File: config.mk
export PLATFORM = sky130hd
export DESIGN_NAME = green_house_door_ctrl
export DESIGN_NICKNAME = d
export VERILOG_FILES = /design/src/rtl/green_house_pkg.sv /design/src/rtl/green_house_sync2.sv /design/src/rtl/green_house_door_ctrl.sv
export SDC_FILE = /design/constraint.sdc
export NUM_CORES = 1
export LEC_CHECK = 0
export ABC_AREA = 1
export BUFFER_PORTS_ARGS = -buffer_cell sky130_fd_sc_hd__buf_2
export CORE_MARGIN = 2
export CORE_UTILIZATION = 61
export DETAILED_ROUTE_END_ITERATION = 10
export HOLD_SLACK_MARGIN = 0.08
export PLACE_DENSITY = 0.92
export SLEW_MARGIN = 20
export SYNTH_ARGS = -nofsm -noshare
export SYNTH_HDL_FRONTEND = slang
export SYNTH_HIERARCHICAL = 1
export SYNTH_SLANG_ARGS = --single-unit
File: constraint.sdc
create_clock -name clk -period 3.9 [get_ports clk]
set_clock_uncertainty 0.15 [all_clocks]
set_input_delay 0.195 -clock clk [delete_from_list [all_inputs] [get_ports clk]]
set_output_delay 0.195 -clock clk [all_outputs]
set_load 0.02 [all_outputs]
File: src/rtl/green_house_pkg.sv
// Shared encodings and default constants for the greenhouse door controller.
package green_house_pkg;

    typedef enum logic [2:0] {
        DOOR_HOMING  = 3'd0,
        DOOR_CLOSED  = 3'd1,
        DOOR_OPENING = 3'd2,
        DOOR_OPEN    = 3'd3,
        DOOR_CLOSING = 3'd4,
        DOOR_REVERSE = 3'd5,
        DOOR_FAULT   = 3'd6
    } door_state_t;

    localparam int HOLD_CYCLES_DEF    = 20;
    localparam int TRAVEL_TIMEOUT_DEF = 50;
    localparam int DEAD_CYCLES_DEF    = 2;
    localparam int OPEN_COUNT_W       = 16;

endpackage

File: src/rtl/green_house_sync2.sv
// Parameterizable-width two-flop synchronizer with synchronous active-high reset.
module green_house_sync2 #(
    parameter int WIDTH = 1
) (
    input  logic             clk,
    input  logic             reset,
    input  logic [WIDTH-1:0] d,
    output logic [WIDTH-1:0] q
);

    logic [WIDTH-1:0] stage1;

    always_ff @(posedge clk) begin
        if (reset) begin
            stage1 <= '0;
            q      <= '0;
        end else begin
            stage1 <= d;
            q      <= stage1;
        end
    end

endmodule

File: src/rtl/green_house_door_ctrl.sv
// Greenhouse door motor sequencer: homing, hold-open, safe reversal and latched fault.
// Define GREEN_HOUSE_DOOR_SYNC_EN to pass the four sensor inputs through two-flop synchronizers.
module green_house_door_ctrl
    import green_house_pkg::*;
#(
    parameter int HOLD_CYCLES    = HOLD_CYCLES_DEF,
    parameter int TRAVEL_TIMEOUT = TRAVEL_TIMEOUT_DEF,
    parameter int DEAD_CYCLES    = DEAD_CYCLES_DEF
) (
    input  logic                    clk,
    input  logic                    reset,
    input  logic                    doorPIRIn,
    input  logic                    doorPIROut,
    input  logic                    doorOpenMax,
    input  logic                    doorCloseMax,
    output logic                    doorOpen,
    output logic                    doorClose,
    output logic [2:0]              doorState,
    output logic                    doorFault,
    output logic [OPEN_COUNT_W-1:0] openCount
);

    localparam int HOLD_W   = $clog2(HOLD_CYCLES + 1);
    localparam int TRAVEL_W = $clog2(TRAVEL_TIMEOUT + 1);
    localparam int DEAD_W   = $clog2(DEAD_CYCLES + 1);

    logic pirInS, pirOutS, openMaxS, closeMaxS;
    logic pir;

`ifdef GREEN_HOUSE_DOOR_SYNC_EN
    green_house_sync2 #(.WIDTH(4)) u_sync (
        .clk   (clk),
        .reset (reset),
        .d     ({doorPIRIn, doorPIROut, doorOpenMax, doorCloseMax}),
        .q     ({pirInS, pirOutS, openMaxS, closeMaxS})
    );
`else
    assign pirInS    = doorPIRIn;
    assign pirOutS   = doorPIROut;
    assign openMaxS  = doorOpenMax;
    assign closeMaxS = doorCloseMax;
`endif

    assign pir = pirInS | pirOutS;

    door_state_t state, nextState;
    logic [HOLD_W-1:0]   holdCnt;
    logic [TRAVEL_W-1:0] travelCnt;
    logic [DEAD_W-1:0]   deadCnt;

    logic travelExpired, holdDone, deadDone, openReached;

    assign travelExpired = (travelCnt == TRAVEL_W'(TRAVEL_TIMEOUT - 1));
    assign holdDone      = (holdCnt == '0);
    assign deadDone      = (deadCnt == DEAD_W'(DEAD_CYCLES - 1));
    assign openReached   = (state == DOOR_OPENING) && (nextState == DOOR_OPEN);

    always_ff @(posedge clk) begin
        if (reset) begin
            state <= DOOR_HOMING;
        end else begin
            state <= nextState;
        end
    end

    // Contradictory limit switches outrank every other transition.
    always_comb begin
        nextState = state;
        if (state != DOOR_FAULT && openMaxS && closeMaxS) begin
            nextState = DOOR_FAULT;
        end else begin
            case (state)
                DOOR_HOMING:  nextState = closeMaxS ? DOOR_CLOSED : DOOR_CLOSING;
                DOOR_CLOSED:  if (pir) nextState = DOOR_OPENING;
                DOOR_OPENING: begin
                    if (openMaxS)           nextState = DOOR_OPEN;
                    else if (travelExpired) nextState = DOOR_FAULT;
                end
                DOOR_OPEN:    if (!pir && holdDone) nextState = DOOR_CLOSING;
                DOOR_CLOSING: begin
                    if (pir)                nextState = DOOR_REVERSE;
                    else if (closeMaxS)     nextState = DOOR_CLOSED;
                    else if (travelExpired) nextState = DOOR_FAULT;
                end
                DOOR_REVERSE: if (deadDone) nextState = DOOR_OPENING;
                DOOR_FAULT:   nextState = DOOR_FAULT;
                default:      nextState = DOOR_FAULT;
            endcase
        end
    end

    always_comb begin
        doorOpen  = (state == DOOR_OPENING);
        doorClose = (state == DOOR_CLOSING);
        doorFault = (state == DOOR_FAULT);
        doorState = state;
    end

    // Travel counter restarts on each fresh entry to a moving state.
    always_ff @(posedge clk) begin
        if (reset) begin
            travelCnt <= '0;
        end else if ((nextState == DOOR_OPENING || nextState == DOOR_CLOSING) && nextState != state) begin
            travelCnt <= '0;
        end else if ((state == DOOR_OPENING || state == DOOR_CLOSING) &&
                     travelCnt != TRAVEL_W'(TRAVEL_TIMEOUT)) begin
            travelCnt <= travelCnt + TRAVEL_W'(1);
        end
    end

    always_ff @(posedge clk) begin
        if (reset) begin
            holdCnt <= '0;
        end else if (openReached || (state == DOOR_OPEN && pir)) begin
            holdCnt <= HOLD_W'(HOLD_CYCLES);
        end else if (state == DOOR_OPEN && !holdDone) begin
            holdCnt <= holdCnt - HOLD_W'(1);
        end
    end

    always_ff @(posedge clk) begin
        if (reset || state != DOOR_REVERSE) begin
            deadCnt <= '0;
        end else if (deadCnt != DEAD_W'(DEAD_CYCLES)) begin
            deadCnt <= deadCnt + DEAD_W'(1);
        end
    end

    always_ff @(posedge clk) begin
        if (reset) begin
            openCount <= '0;
        end else if (openReached && openCount != '1) begin
            openCount <= openCount + OPEN_COUNT_W'(1);
        end
    end

endmodule

==> qor.yml, run 1 <==
outcome:
  outcome: "completed"
logic_synthesis:
  synth_xor_xnor_area_share_pct: 10.1
  synth_cells: 295
  synth_common_cells: "nand2_1, nand3_1, inv_1, nor2_1, dfxtp_1"
  ys_ff_latch: 32
  synth_area_leaders: "dfxtp_1, nand2_1, nand3_1"
  synth.top_cell.area_share_pct: 32.1
  synth_compound_area_share_pct: 7.51
  yosysMostFrequentCell: "nand2_1"
  syn_avg_cell_area_um2: 6.77
  synth_edf_count: 0
  yosysSeqAreaShare_pct: 32.1
  async_flop_share_pct: 0
  synthesis.nets: 309
  netlist-cell-type-count: 27
  yosys_warnings: 6
  ys.flop_type: "dfxtp_1"
  synthAdderAreaFrac_pct: 5.01
  synth_simple_gate_area_share_pct: 35.3
  synth_largest_area_cell: "dfxtp_1"
  synthMuxAreaShare_pct: 0
  synth_area_um2: 2000
  synth_top_family_by_area: "simple AND/OR/NAND/NOR gates"
sta:
  finalCriticalPeriod_ns: 2.21
  period_share_pct: 56.6
  tns_ns: 0
  setup_viol: 0
  worstMarginPinSlew_ns: 0.634
  slew_headroom_pct: 57.6
  finalHoldViolCount: 0
  max_freq_mhz: 453
  grt_setup_unrepaired: "false"
  drv_slew: 0
  layout_setup_ws_ns: 1.69
detailed_routing:
  drc: 0
  antenna_left: 0
  via_per_inst: 5.17
  routed_wl_um: 4070
  num_vias: 1903
  wl_per_cell_um: 11.0
  firstDrtPassIters: 4
  drt_iter0_markers: 142
clocking:
  path_clk_slew_ns: 0.09
  clock_sinks: 32
  cts_resized: 0
  cts_tree: "built"
  cts_buffers: 5
  cts_setup_buffers: 0
  cts_hold_buf: 0
  cts.path.max_buffers: 2
  root_buffer: "clkbuf_4"
  h-tree-depth: 2
  insertion_delay_ns: 0.35
pwr:
  p_per_area_nw_per_um2: 348
  peakVddDrop_mv: 0.268
  leakage_uw: 0.00104
worst_setup_path:
  r2r_end: "openCount[14]"
  cp_max_fo: 17
  path_class: "register to register"
  critical_path.top_delay_family: "simple AND/OR/NAND/NOR gates"
  crit_top_cell: "nor2_1"
  critPathCaptureType: "register"
  critPathBufInv: 0
  cp.required_ns: 3.97
  slowest_delay_ns: 0.53
  startpoint_type: "register"
  crit_slowest_cell: "dfxtp_1"
  regToRegSetupSlack_ns: 1.69
  worstRegToRegCells: 9
  arrival_ns: 2.28
  r2r-start: "doorState[2]"
  cp_cell_sequence: "nand3_1, nor2_1, nor2_1, nand2_2, nor2_2, nor3_4, nand2_4, nand2_1, a21oi_1"
global_routing:
  grt_max_degree: 22
  grt_overflow: 0
  grt_usage_pct: 24.8
  grt_first_pass_wirelength_um: 6960
  grt_pass1_vias: 1726
  antenna_found_initial: 0
floorplanning:
  core.rowCount: 20
  die_w_um: 61.2
  core_um2: 3080
  die_area_um2: 3750
  die_y_um: 61.2
  start_util_pct: 64.9
  ios: 28
layout:
  final_net_count: 337
  syn2layout_area_growth_pct: 10.3
  drive_gt1_share_pct: 14.8
  seqCellArea_um2: 641
  final_cell_count_no_fill: 368
  antenna_cells: 0
  final_cell_area_um2: 2200
  num-fill-cells: 277
  multi_input_area_um2: 1160
placement:
  detailedPlace.worstSlack_ns: 1.68
  gp_congestion: 0.885
  dp.cells: 360
  dp_hpwl_um: 3090
  io_buffers: 27
  place_area_um2: 2150
run:
  max_cap_violations: 0
hold_path:
  hp-start: "reset"
  min_path_type: "primary input to register"
  min_path_cells: 2
  whs_endpoint: "doorState[1]"
## routing by layer
layer  global-route usage (%)  wire length (um)  vias to the layer above  part of all wire, %
met5                        0                 0                        -                    0
met4                     6.83                44                        0                  1.1
met3                     8.19               200                        7                  4.9
met2                     45.0              2140                       37                   53
li1                         -                 -                      997                    -
met1                     27.5              1680                      862                   41
## stage by stage
stage / power [uW] / hold slack [ns] / util [%]
4_1_cts: 771 / 0.0963 / 71.6
5_1_grt: 816 / 0.104 / 71.6
3_5_place_dp: 571 / 0.325 / 69.7
6_report: 768 / 0.0914 / 71.6
3_3_place_gp: 564 / 0.321 / 69.7
2_1_floorplan: 529 / 0.242 / -
## sequential cells by signal, summed over array words and instances, names as in the netlist
register	flops
travelCnt	6
openCount	16
holdCnt	5
deadCnt	2
doorState	3
## layout by cell type, fill, tap and decap left out, types with 2 or more instances in the layout
master / n
nand3_1: 39
clkbuf_4: 5
clkbuf_1: 2
dfxtp_1: 32
nand2_4: 2
xor2_1: 16
inv_1: 36
nor3_1: 7
nor2_1: 36
inv_2: 4
a21oi_1: 26
nand2_1: 60
o21ai_0: 4
buf_2: 27
ha_1: 8
nand2_2: 3
xnor2_1: 7
## how the worst max path moves through the flow
stage                       startpoint            end  slack [ns]  cells past startpoint
after global routing      doorState[2]   openCount[2]        1.42                      9
after detailed placement  doorState[2]   openCount[2]        1.68                      9
after global placement    doorState[2]  openCount[13]        1.74                      9
after floorplan           openCount[0]  openCount[10]        1.89                     10
final                     doorState[2]  openCount[14]        1.69                      9
after CTS                 doorState[2]  openCount[14]        1.67                      9
## worst register-to-register path: cells and delay by family, from the launching register on
family	cells	cell delay (ns)
and+or+nand+nor	8	1.35
DFF	1	0.53
AOI/OAI and AO/OA	1	0.06
## power by group
group | switching, uW | leakage [uW] | internal (uW) | total (uW)
registers | 25.9 | 0.000259 | 345 | 371
logic | 130 | 0.000747 | 61.4 | 192
clock network | 117 | 0.0000326 | 88.9 | 206
total | 273 | 0.00104 | 495 | 768
## cells by family after synthesis
| logic type | count (synthesis) |
|---|---|
| simple gates | 155 |
| buf+inv | 47 |
| flops | 32 |
| xor+xnor | 23 |
| fa+ha+maj | 8 |
| compound gates | 30 |
## area by class of cell
cell class	count	area share (%)
tap	44	2.50
clock buffer	8	2.67
timing repair buffer	27	6.13
sequential	32	29.1
multi-input combinational	216	52.4
inverter	41	7.21
Note: power is estimated with default switching activity, not from simulation.
==> inputs of run 2 (changes only) <==
--- a/config.mk
+++ b/config.mk
@@ -5,13 +5,13 @@
 export SDC_FILE = /design/constraint.sdc
 export NUM_CORES = 1
 export LEC_CHECK = 0
-export ABC_AREA = 1
+export ABC_AREA = 0
 export BUFFER_PORTS_ARGS = -buffer_cell sky130_fd_sc_hd__buf_2
 export CORE_MARGIN = 2
-export CORE_UTILIZATION = 61
+export CORE_UTILIZATION = 51
 export DETAILED_ROUTE_END_ITERATION = 10
 export HOLD_SLACK_MARGIN = 0.08
-export PLACE_DENSITY = 0.92
+export PLACE_DENSITY = 0.83
 export SLEW_MARGIN = 20
 export SYNTH_ARGS = -nofsm -noshare
 export SYNTH_HDL_FRONTEND = slang
==> constraint.sdc (replaced) <==
create_clock -name clk -period 1.9 [get_ports clk]
set_clock_uncertainty 0.15 [all_clocks]
set_input_delay 0.095 -clock clk [delete_from_list [all_inputs] [get_ports clk]]
set_output_delay 0.095 -clock clk [all_outputs]
set_load 0.02 [all_outputs]
==> qor.yml, run 2 <==
outcome:
  outcome: "finished, violations left"
  violations: "setup timing"
logic_synthesis:
  yosys_warnings: 6  # unchanged
  ys_ff_latch: 32  # unchanged
  ys.flop_type: "dfxtp_1"
  async_flop_share_pct: 0  # unchanged
  synth.top_cell.area_share_pct: 34.4  # +2.3 points
  synthesis.nets: 227  # -27%
  yosysSeqAreaShare_pct: 34.4  # +2.3 points
  synth_largest_area_cell: "dfxtp_1"
  netlist-cell-type-count: 56  # +110%
  synth_area_um2: 1860  # -6.8%
  synth_common_cells: "dfxtp_1, nor2_1, a21oi_1"
  synth_edf_count: 0  # unchanged
  yosysMostFrequentCell: "dfxtp_1"
  syn_avg_cell_area_um2: 8.75  # +29%
  synth_area_leaders: "dfxtp_1, ha_1, nor2_1"
  synth_cells: 213  # -28%
sta:
  max_freq_mhz: 482  # +6.5%
  setup_viol: 14  # +14
  tns_ns: -1.40  # -1.40 ns
  drv_slew: 0  # unchanged
  worstMarginPinSlew_ns: 0.618  # -0.0160 ns
  grt_setup_unrepaired: "true"
  layout_setup_ws_ns: -0.175  # -1.87 ns
  finalHoldViolCount: 0  # unchanged
  finalCriticalPeriod_ns: 2.08  # -0.134 ns
  slew_headroom_pct: 58.8  # +1.2 points
  period_share_pct: 109  # +53 points
floorplanning:
  core_um2: 3420  # +11%
  die_y_um: 64.4  # +5.2%
  ios: 28  # unchanged
  core.rowCount: 21  # +5.0%
  die_area_um2: 4150  # +11%
  die_w_um: 64.4  # +5.2%
  start_util_pct: 54.5  # -10 points
pwr:
  p_per_area_nw_per_um2: 587  # +68%
  finalPower_uw: 1560  # +100%
  leakage_uw: 0.00108  # +3.8%
  peakVddDrop_mv: 0.673  # +150%
global_routing:
  antenna_found_initial: 0  # unchanged
  grt_usage_pct: 24.3  # -0.43 points
  grt_first_pass_wirelength_um: 7960  # +14%
  grt_max_degree: 33  # +50%
  grt_pass1_vias: 1771  # +2.6%
  grt_overflow: 0  # unchanged
layout:
  num-fill-cells: 212  # -23%
  syn2layout_area_growth_pct: 42.5
  final_net_count: 303  # -10%
  reg_top3: "openCount x16, travelCnt x6, holdCnt x5"
  regMostFlops: "openCount"
  largest_reg_flops: 16  # unchanged
  final_cell_mix: "buf_4, buf_2, nor2_1"
  final_cell_count_no_fill: 336  # -8.7%
  final_common_cell: "buf_4"
  drive_gt1_share_pct: 44.8  # +30 points
  antenna_cells: 0  # unchanged
worst_setup_path:
  cp.required_ns: 1.95  # -2.02 ns
  cp_cell_sequence: "nand4_2, or4_4, buf_6, o211ai_1, xor2_1, nor2_1"
  crit_slowest_cell: "or4_4"
  critPathCaptureType: "register"
  regToRegSetupSlack_ns: -0.18  # -1.87 ns
  arrival_ns: 2.12  # -0.16 ns
  startpoint_type: "register"
  slowest_delay_ns: 0.61  # +0.08 ns
  cp_max_fo: 6  # -11
  path_class: "register to register"
placement:
  io_buffers: 27  # unchanged
  gp_congestion: 0.909  # +2.7%
  dp_hpwl_um: 3290  # +6.6%
  dp.cells: 318  # -12%
  detailedPlace.worstSlack_ns: -0.128  # -1.81 ns
detailed_routing:
  antenna_left: 0  # unchanged
  drt_iter0_markers: 100  # -30%
  via_per_inst: 5.73  # +11%
  firstDrtPassIters: 4  # unchanged
  wl_per_cell_um: 16.4  # +48%
  drc: 0  # unchanged
  num_vias: 1925  # +1.2%
  routed_wl_um: 5510  # +36%
clocking:
  path_clk_slew_ns: 0.10  # about the same
  cts.path.max_buffers: 2  # unchanged
  root_buffer: "clkbuf_4"
  insertion_delay_ns: 0.33  # -0.02 ns
  cts_tree: "built"
  cts_buffers: 5  # unchanged
  clock_sinks: 32  # unchanged
  h-tree-depth: 2  # unchanged
run:
  max_cap_violations: 0  # unchanged
hold_path:
  min_path_type: "primary input to register"
## run 2: cell count changes after synthesis, moves of 4 or more
cell	delta
a21oi_1	-12
or3_2	+4
xor2_1	-7
a211oi_1	+7
nand3_1	-32
inv_1	-25
inv_2	-4
nand2_1	-47
nor2_1	-12
## run 2: routing by layer
layer | track usage, % | vias up | share of wire, %
li1 | - | 922 | -
met4 | 10.4 | 0 | 2.8
met5 | 0 | - | 0
met1 | 29.1 | 929 | 40
met3 | 4.51 | 16 | 3.1
met2 | 42.7 | 58 | 54
## run 2: cells by family after synthesis
kind of cell	synth area share, %
AO/OA/AOI/OAI	20.1
XOR/XNOR	8.87
adder cells (fa/ha/maj)	5.37
buffers and inverters	4.90
flip-flops	34.4
multiplexers	0.537
AND/OR/NAND/NOR	25.9
## run 2: worst paths after layout
check                      from       endpoint  cells after the start
setup / recovery  openCount[10]   openCount[5]                      6
hold reg to reg   openCount[15]  openCount[15]                      2
setup reg to reg  openCount[10]   openCount[5]                      6
hold / removal            reset   openCount[1]                      2
## run 2: what timing repair did
item | in CTS | in global routing
hold buffers | 3 | 0
endpoints found under the setup margin | 19 | 22
gates resized for setup | 8 | 26
pin swaps | 7 | 11
gates cloned | 0 | 1
endpoints found under the hold margin | 2 | 0
buffers inserted | 3 | 5
## run 2: power by group
group | leakage [uW] | internal (uW) | switching, uW
clock | 0.0000293 | 144 | 224
combinational | 0.000782 | 210 | 240
sequential | 0.000266 | 695 | 44.5
total | 0.00108 | 1050 | 509
## run 2: through the flow
| step | hold slack, ns | util (%) | cell area, um2 |
|---|---|---|---|
| floorplan | 0.105 | - | 1920 |
| global placement | 0.320 | 69.3 | 2370 |
| detailed placement | 0.347 | 69.3 | 2370 |
| CTS | 0.0805 | 73.3 | 2500 |
| global route | 0.118 | 77.7 | 2660 |
| finish | 0.0989 | 77.7 | 2660 |
## run 2: area by class of cell
class                   instances  area [um2]  share of cell area [%]
multi-input cells             162        1300                    48.8
flip-flops and latches         32         669                    25.2
repair buffers                 77         541                    20.4
well taps                      46        57.6                    2.17
clock buffers                   7        45.0                    1.70
inverters                      11        41.3                    1.56
clock inverters                 1        5.00                   0.189
## run 2: worst max-delay path, delay by kind of cell, from the launching register on
kind	cells	cell delay, ns
DFF	1	0.38
buffers and inverters	1	0.16
xor gates and xnor gates	1	0.20
and+or+nand+nor	3	0.82
AOI/OAI and AO/OA	1	0.23
